[src/rtl/pfd_loop_filter_nco_if.sv]
// Control and observation bundle between the phase detector side and the
// loop filter / NCO.
interface pfd_loop_filter_nco_if #(
    parameter int CTRL_W = 12
);
    logic              enable;
    logic              up;
    logic              down;
    logic              scan_en;
    logic              scan_in;
    logic              scan_out;
    logic              clk_fb;
    logic [CTRL_W-1:0] fcw;
    logic              locked;
    logic              sat;

    modport master (
        output enable, up, down, scan_en, scan_in,
        input  scan_out, clk_fb, fcw, locked, sat
    );

    modport slave (
        input  enable, up, down, scan_en, scan_in,
        output scan_out, clk_fb, fcw, locked, sat
    );
endinterface

[src/rtl/pfd_loop_filter_nco.sv]
// Proportional-integral loop filter driving a phase-accumulator NCO that
// produces the feedback clock, with a pulse-alternation lock detector.
module pfd_loop_filter_nco #(
    parameter int ACC_W      = 16,
    parameter int CTRL_W     = 12,
    parameter int KP         = 4,
    parameter int KI         = 1,
    parameter int FCW_INIT   = 256,
    parameter int FCW_MIN    = 64,
    parameter int FCW_MAX    = 1023,
    parameter int LOCK_CNT   = 8,
    parameter int UNLOCK_CNT = 4
) (
    input  logic                  clk,
    input  logic                  rst_n,
    pfd_loop_filter_nco_if.slave  pfd_if
);

    localparam int CNT_MAX = (LOCK_CNT > UNLOCK_CNT) ? LOCK_CNT : UNLOCK_CNT;
    localparam int CNT_W   = $clog2(CNT_MAX + 1);
    // Signed working width: one carry bit above CTRL_W plus a sign bit.
    localparam int SW      = CTRL_W + 2;

    localparam logic signed [SW-1:0] MIN_S  = SW'(FCW_MIN);
    localparam logic signed [SW-1:0] MAX_S  = SW'(FCW_MAX);
    localparam logic signed [SW-1:0] KP_S   = SW'(KP);
    localparam logic signed [SW-1:0] KI_S   = SW'(KI);
    localparam logic [CTRL_W-1:0]    MIN_U  = CTRL_W'(FCW_MIN);
    localparam logic [CTRL_W-1:0]    MAX_U  = CTRL_W'(FCW_MAX);
    localparam logic [CTRL_W-1:0]    INIT_U = CTRL_W'(FCW_INIT);

    typedef enum logic {UNLOCKED, LOCKED} state_e;
    typedef enum logic [1:0] {DIR_NONE, DIR_UP, DIR_DN} dir_e;

    function automatic logic [CTRL_W-1:0] clamp(input logic signed [SW-1:0] v,
                                                input logic lo_en, input logic hi_en);
        logic signed [SW-1:0] r;
        r = v;
        if (hi_en && (v > MAX_S)) r = MAX_S;
        if (lo_en && (v < MIN_S)) r = MIN_S;
        return r[CTRL_W-1:0];
    endfunction

    logic [CTRL_W-1:0]    integ_q, integ_d, fcw_q, fcw_d;
    logic [ACC_W-1:0]     acc_q, acc_d;
    logic                 clk_fb_q, clk_fb_d, locked_q, locked_d;
    state_e               state_q, state_d;
    dir_e                 dir_q, dir_d, dir_now;
    logic [CNT_W-1:0]     cnt_q, cnt_d, cnt_inc;
    logic                 pls_up, pls_dn, sat_nx;
    logic [CTRL_W-1:0]    integ_nx, fcw_nx;
    logic signed [SW-1:0] integ_s, kick_s;

    assign pls_up = pfd_if.up & ~pfd_if.down;
    assign pls_dn = pfd_if.down & ~pfd_if.up;

    // Filter arithmetic: integrator step and one-cycle proportional kick.
    always_comb begin
        integ_s  = $signed({2'b00, integ_q});
        integ_nx = integ_q;
        kick_s   = '0;
        dir_now  = DIR_NONE;
        if (pls_up) begin
            integ_nx = clamp(integ_s + KI_S, 1'b0, 1'b1);
            kick_s   = KP_S;
            dir_now  = DIR_UP;
        end else if (pls_dn) begin
            integ_nx = clamp(integ_s - KI_S, 1'b1, 1'b0);
            kick_s   = -KP_S;
            dir_now  = DIR_DN;
        end
        fcw_nx = clamp($signed({2'b00, integ_nx}) + kick_s, 1'b1, 1'b1);
        sat_nx = (integ_nx == MIN_U) || (integ_nx == MAX_U);
    end

    always_comb begin
        integ_d  = integ_q;
        fcw_d    = fcw_q;
        acc_d    = acc_q;
        clk_fb_d = clk_fb_q;
        state_d  = state_q;
        cnt_d    = cnt_q;
        dir_d    = dir_q;
        locked_d = locked_q;
        cnt_inc  = cnt_q + CNT_W'(1);
        if (pfd_if.scan_en) begin
            integ_d = {integ_q[CTRL_W-2:0], pfd_if.scan_in};
        end else if (pfd_if.enable) begin
            integ_d  = integ_nx;
            fcw_d    = fcw_nx;
            acc_d    = acc_q + ACC_W'(fcw_q);
            clk_fb_d = acc_d[ACC_W-1];
            if (pls_up || pls_dn) begin
                dir_d = dir_now;
                case (state_q)
                    UNLOCKED: begin
                        if ((dir_q != DIR_NONE) && (dir_q != dir_now)) begin
                            if (cnt_inc == CNT_W'(LOCK_CNT)) begin
                                state_d  = LOCKED;
                                cnt_d    = '0;
                                locked_d = 1'b1;
                            end else begin
                                cnt_d = cnt_inc;
                            end
                        end else begin
                            cnt_d = '0;
                        end
                    end
                    LOCKED: begin
                        if (dir_q == dir_now) begin
                            if (cnt_inc == CNT_W'(UNLOCK_CNT)) begin
                                state_d  = UNLOCKED;
                                cnt_d    = '0;
                                locked_d = 1'b0;
                            end else begin
                                cnt_d = cnt_inc;
                            end
                        end else begin
                            cnt_d = '0;
                        end
                    end
                    default: ;
                endcase
            end
            // A pinned integrator means the loop cannot track, so it wins over lock gain.
            if (sat_nx) begin
                state_d  = UNLOCKED;
                cnt_d    = '0;
                locked_d = 1'b0;
            end
        end
    end

    always_ff @(posedge clk or negedge rst_n) begin
        if (!rst_n) begin
            integ_q  <= INIT_U;
            fcw_q    <= INIT_U;
            acc_q    <= '0;
            clk_fb_q <= 1'b0;
            locked_q <= 1'b0;
            state_q  <= UNLOCKED;
            cnt_q    <= '0;
            dir_q    <= DIR_NONE;
        end else begin
            integ_q  <= integ_d;
            fcw_q    <= fcw_d;
            acc_q    <= acc_d;
            clk_fb_q <= clk_fb_d;
            locked_q <= locked_d;
            state_q  <= state_d;
            cnt_q    <= cnt_d;
            dir_q    <= dir_d;
        end
    end

    assign pfd_if.fcw      = fcw_q;
    assign pfd_if.clk_fb   = clk_fb_q;
    assign pfd_if.locked   = locked_q;
    assign pfd_if.sat      = (integ_q == MIN_U) || (integ_q == MAX_U);
    assign pfd_if.scan_out = integ_q[CTRL_W-1];

endmodule

[src/flat_wrapper.sv]
// flat-port wrapper written by rule: the top's interface ports become plain ports
module pfd_loop_filter_nco_flat 
#(
    parameter int ACC_W      = 16,
    parameter int CTRL_W     = 12,
    parameter int KP         = 4,
    parameter int KI         = 1,
    parameter int FCW_INIT   = 256,
    parameter int FCW_MIN    = 64,
    parameter int FCW_MAX    = 1023,
    parameter int LOCK_CNT   = 8,
    parameter int UNLOCK_CNT = 4
)
  (clk, rst_n, pfd_if_enable, pfd_if_up, pfd_if_down, pfd_if_scan_en, pfd_if_scan_in, pfd_if_scan_out, pfd_if_clk_fb, pfd_if_fcw, pfd_if_locked, pfd_if_sat);
  pfd_loop_filter_nco_if #(.CTRL_W(CTRL_W)) pfd_if_i ();
  input  logic clk;
  input  logic rst_n;
  input wire logic [$bits(pfd_if_i.enable)-1:0] pfd_if_enable;
  input wire logic [$bits(pfd_if_i.up)-1:0] pfd_if_up;
  input wire logic [$bits(pfd_if_i.down)-1:0] pfd_if_down;
  input wire logic [$bits(pfd_if_i.scan_en)-1:0] pfd_if_scan_en;
  input wire logic [$bits(pfd_if_i.scan_in)-1:0] pfd_if_scan_in;
  output wire logic [$bits(pfd_if_i.scan_out)-1:0] pfd_if_scan_out;
  output wire logic [$bits(pfd_if_i.clk_fb)-1:0] pfd_if_clk_fb;
  output wire logic [$bits(pfd_if_i.fcw)-1:0] pfd_if_fcw;
  output wire logic [$bits(pfd_if_i.locked)-1:0] pfd_if_locked;
  output wire logic [$bits(pfd_if_i.sat)-1:0] pfd_if_sat;
  assign pfd_if_i.enable = pfd_if_enable;
  assign pfd_if_i.up = pfd_if_up;
  assign pfd_if_i.down = pfd_if_down;
  assign pfd_if_i.scan_en = pfd_if_scan_en;
  assign pfd_if_i.scan_in = pfd_if_scan_in;
  assign pfd_if_scan_out = pfd_if_i.scan_out;
  assign pfd_if_clk_fb = pfd_if_i.clk_fb;
  assign pfd_if_fcw = pfd_if_i.fcw;
  assign pfd_if_locked = pfd_if_i.locked;
  assign pfd_if_sat = pfd_if_i.sat;
  pfd_loop_filter_nco #(.ACC_W(ACC_W), .CTRL_W(CTRL_W), .KP(KP), .KI(KI), .FCW_INIT(FCW_INIT), .FCW_MIN(FCW_MIN), .FCW_MAX(FCW_MAX), .LOCK_CNT(LOCK_CNT), .UNLOCK_CNT(UNLOCK_CNT)) u_core (.clk(clk), .rst_n(rst_n), .pfd_if(pfd_if_i));
endmodule
[config.mk]
export PLATFORM = sky130hd
export DESIGN_NAME = pfd_loop_filter_nco_flat
export DESIGN_NICKNAME = d
export VERILOG_FILES = /design/src/rtl/pfd_loop_filter_nco_if.sv /design/src/rtl/pfd_loop_filter_nco.sv /design/src/flat_wrapper.sv
export SDC_FILE = /design/constraint.sdc
export NUM_CORES = 1
export LEC_CHECK = 0
export CORE_MARGIN = 2
export CORE_UTILIZATION = 55
export DETAILED_ROUTE_END_ITERATION = 6
export PLACE_DENSITY = 0.84
export SLEW_MARGIN = 5
export SYNTH_ARGS = -nofsm -noshare
export SYNTH_HDL_FRONTEND = slang
export SYNTH_SLANG_ARGS = --single-unit
[constraint.sdc]
create_clock -name clk -period 15.4 [get_ports clk]
set_input_delay 4.62 -clock clk [delete_from_list [all_inputs] [get_ports clk]]
set_output_delay 4.62 -clock clk [all_outputs]
set_load 0.005 [all_outputs]
==> flow_metrics.env <==
export IMPL_worstSkewPairLatency_ns=0.30
export IMPL_cap_violations=0
export IMPL_start_util_pct=56.7
export IMPL_synthFlopType="dfrtp_1"
export IMPL_cts_sinks=48
export IMPL_grt_max_degree=49
export IMPL_placed_cell_area_mm2=0.00460
export IMPL_worstHoldPathType="reg -> reg"
export IMPL_port_buffers=22
export IMPL_p_comb_share_pct=51.9
export IMPL_root_buffer="clkbuf_8"
export IMPL_diodes=0
export IMPL_drc_errors=0
export IMPL_fill_cells=683
export IMPL_cp_start_kind="input port"
export IMPL_clk_pin_slew_worst_paths_ns=0.09
export IMPL_antenna_found_initial=0
export IMPL_cts_buffers=5
export IMPL_setup_viol=0
export IMPL_holdWs_ns=0.483
export IMPL_r2r_cells=21
export IMPL_min_path_cells=1
export IMPL_die_height_um=93.3
export IMPL_drt_iter0_markers=286
export IMPL_grt_pass1_vias=4010
export IMPL_cp_required_ns=15.54
export IMPL_finClkSkew_ns=0.00365
export IMPL_die_w_um=93.3
export IMPL_fin_ws_ns=5.62
export IMPL_swShare_pct=43.2
export IMPL_synthArstFlopShare_pct=100
export IMPL_coreArea_mm2=0.00773
export IMPL_nets=584
export IMPL_yosysTopAreaCell="dfrtp_1"
export IMPL_wl_um=10800
export IMPL_mostFrequentLayoutCells="nand2_1 (63), nor2_1 (48), dfrtp_1 (46), o21ai_0 (43), ha_1 (32)"
export IMPL_wire_per_inst_um=16.7
export IMPL_hpwl_um=7840
export IMPL_syn_inst=546
export IMPL_crit_fanout=34
export IMPL_timing_final_crit_share_pct=63.5
export IMPL_antenna_left=0
export IMPL_synth_edf_count=0
export IMPL_rrSetupSlack_ns=9.03
export IMPL_avgSynthCellArea_um2=8.03
export IMPL_post_cts_buffers=0
export IMPL_overflow=0
export IMPL_setup_tns_ns=0
export IMPL_ys_types=67
export IMPL_vias=4109
export IMPL_crit_path_end_kind="flop"
export IMPL_syn_nets=587
export IMPL_p_seq_share_pct=32.5
export IMPL_p_int_uw=388
export IMPL_cts_tree="yes"
export IMPL_r2r_start="u_core.integ_q[0]"
export IMPL_power_density_mw_per_mm2=145
export IMPL_pre_cts_ws_ns=5.45
export IMPL_synth_seq_cells=48
export IMPL_slew_headroom_pct=27.2
export IMPL_critPathKind="in -> reg"
export IMPL_max_freq_mhz=102
export IMPL_p_switching_uw=296
export IMPL_period_needed_ns=9.78
export IMPL_tightestPinTransition_ns=1.09
export IMPL_first_pass_iters=5
export IMPL_placementRows=32
export IMPL_finalHoldViolCount=0
export IMPL_critPathArrivalTime_ns=9.93
export IMPL_drive_above_1_share_pct=6.63
export IMPL_ys_seq_area_share_pct=27.5
export IMPL_ir_drop_v=0.0000471
export IMPL_holdCritStartpoint="u_core.acc_q[14]"
export IMPL_power_leakage_uw=0.00200
export IMPL_grt_setup_unrepaired="false"
export IMPL_track_usage_pct=26.1
export IMPL_cts_max_level=2
export IMPL_r2r_end="u_core.pfd_if.fcw[0]"
export IMPL_status="completed"
export IMPL_area_growth_pct=7.79
export IMPL_hold_path_end="u_core.acc_q[14]"
export IMPL_gp_congestion=0.968
export IMPL_syn_cell_area_mm2=0.00438
export IMPL_vias_per_cell=6.37
export IMPL_ctsResizeCount=0
export IMPL_slew_viol_final=0
export IMPL_grt_pass1_wl_um=18600
export IMPL_holdBufCountCts=0
export IMPL_ios=23
export IMPL_cts_max_path_buffers=2
export IMPL_yosys_top_cells_area="dfrtp_1 (26%), ha_1 (9.1%), nand2_1 (5.4%)"
export IMPL_layout_commonest_cell="nand2_1"
export IMPL_yosysWarnings=0
export IMPL_stdcell_area_mm2=0.00472
export IMPL_pwr_share_clk_pct=15.6
export IMPL_dieArea_mm2=0.00870
export IMPL_synth_top_area_share_pct=26.3
-- power groups by stage --
stage,Clock [uW],Combinational [uW],Sequential [uW]
final,107,355,222
after global routing,114,399,228
after detailed placement,0,350,223
after CTS,109,353,220
after global placement,0,334,220
after floorplan,0,283,193
-- logic make-up (layout without fill, tap and decap cells) --
| kind of cell | after synthesis | after routing | synth area share [%] |
|---|---|---|---|
| adder cells (fa/ha/maj) | 34 | 34 | 10.0 |
| multiplexers | 16 | 16 | 3.74 |
| AND/OR/NAND/NOR | 210 | 210 | 25.4 |
| AO/OA/AOI/OAI | 152 | 152 | 22.3 |
| XOR/XNOR | 29 | 29 | 5.79 |
| buffers and inverters | 57 | 54 | 5.28 |
| flip-flops | 48 | 48 | 27.5 |
-- synth_stat cells (all sizes together), types with 13 or more instances --
library cell and n:
nand2 63, nor2 49, o21ai 49, dfrtp 46
ha 32, a21oi 26, clkbuf 23, inv 22
nor3 18, xnor2 17, nand3 14, mux2i 13
-- worst max-delay path by stage --
stage,depth (start not counted),to,from
floorplan,20,u_core.pfd_if.fcw[2],pfd_if_down
CTS,19,u_core.pfd_if.fcw[0],pfd_if_down
detailed placement,19,u_core.pfd_if.fcw[2],pfd_if_down
finish,19,u_core.pfd_if.fcw[0],pfd_if_down
global route,19,u_core.pfd_if.fcw[0],pfd_if_down
global placement,19,u_core.pfd_if.fcw[7],pfd_if_down
-- registers in the layout, summed over array words and instances (netlist names) --
signal                count
u_core.acc_q             15
u_core.integ_q           12
u_core.pfd_if.fcw        12
u_core.cnt_q              4
u_core.dir_q              2
u_core.pfd_if.clk_fb      1
u_core.pfd_if.locked      1
u_core.state_q            1
-- through the flow --
step | utilization (%) | cells | power [uW]
detailed placement | 59.5 | 638 | 573
CTS | 61.1 | 645 | 682
floorplan | - | 546 | 477
global placement | 59.5 | 638 | 553
global route | 61.1 | 645 | 741
finish | 61.1 | 645 | 684
-- worst max-delay path, cell delays in order --
cell and delay (ns):
clkdlybuf4s50_1 0.45, inv_1 0.08, ha_1 0.87, nand2_1 0.22, a31oi_1 0.24, a2bb2oi_1 0.33
inv_1 0.15, ha_1 0.30, a21o_1 0.15, a21o_1 0.19, a21oi_1 0.21, o21ai_0 0.18
a21oi_1 0.30, o21ai_0 0.25, nand3_1 0.18, a2bb2oi_1 0.20, o41ai_1 0.12, nor3_1 0.78
a311oi_1 0.10
-- layer usage --
layer | wire (um) | up-vias | track usage (%) | part of all wire (%)
met5 | 0 | - | 0 | 0
li1 | - | 1963 | - | -
met4 | 214 | 0 | 8.95 | 2.0
met3 | 608 | 26 | 2.58 | 5.6
met2 | 5300 | 148 | 46.0 | 49
met1 | 4660 | 1972 | 33.3 | 43
-- cell type report --
type	count	area (um2)	area share, %
Clock buffer	5	68.8	1.46
Clock inverter	2	60.1	1.27
Inverter	23	86.3	1.83
Multi-Input combinational cell	441	2950	62.4
Sequential cell	48	1200	25.5
Tap cell	102	128	2.70
Timing Repair Buffer	24	230	4.87
(Power assumes the default switching activity.)
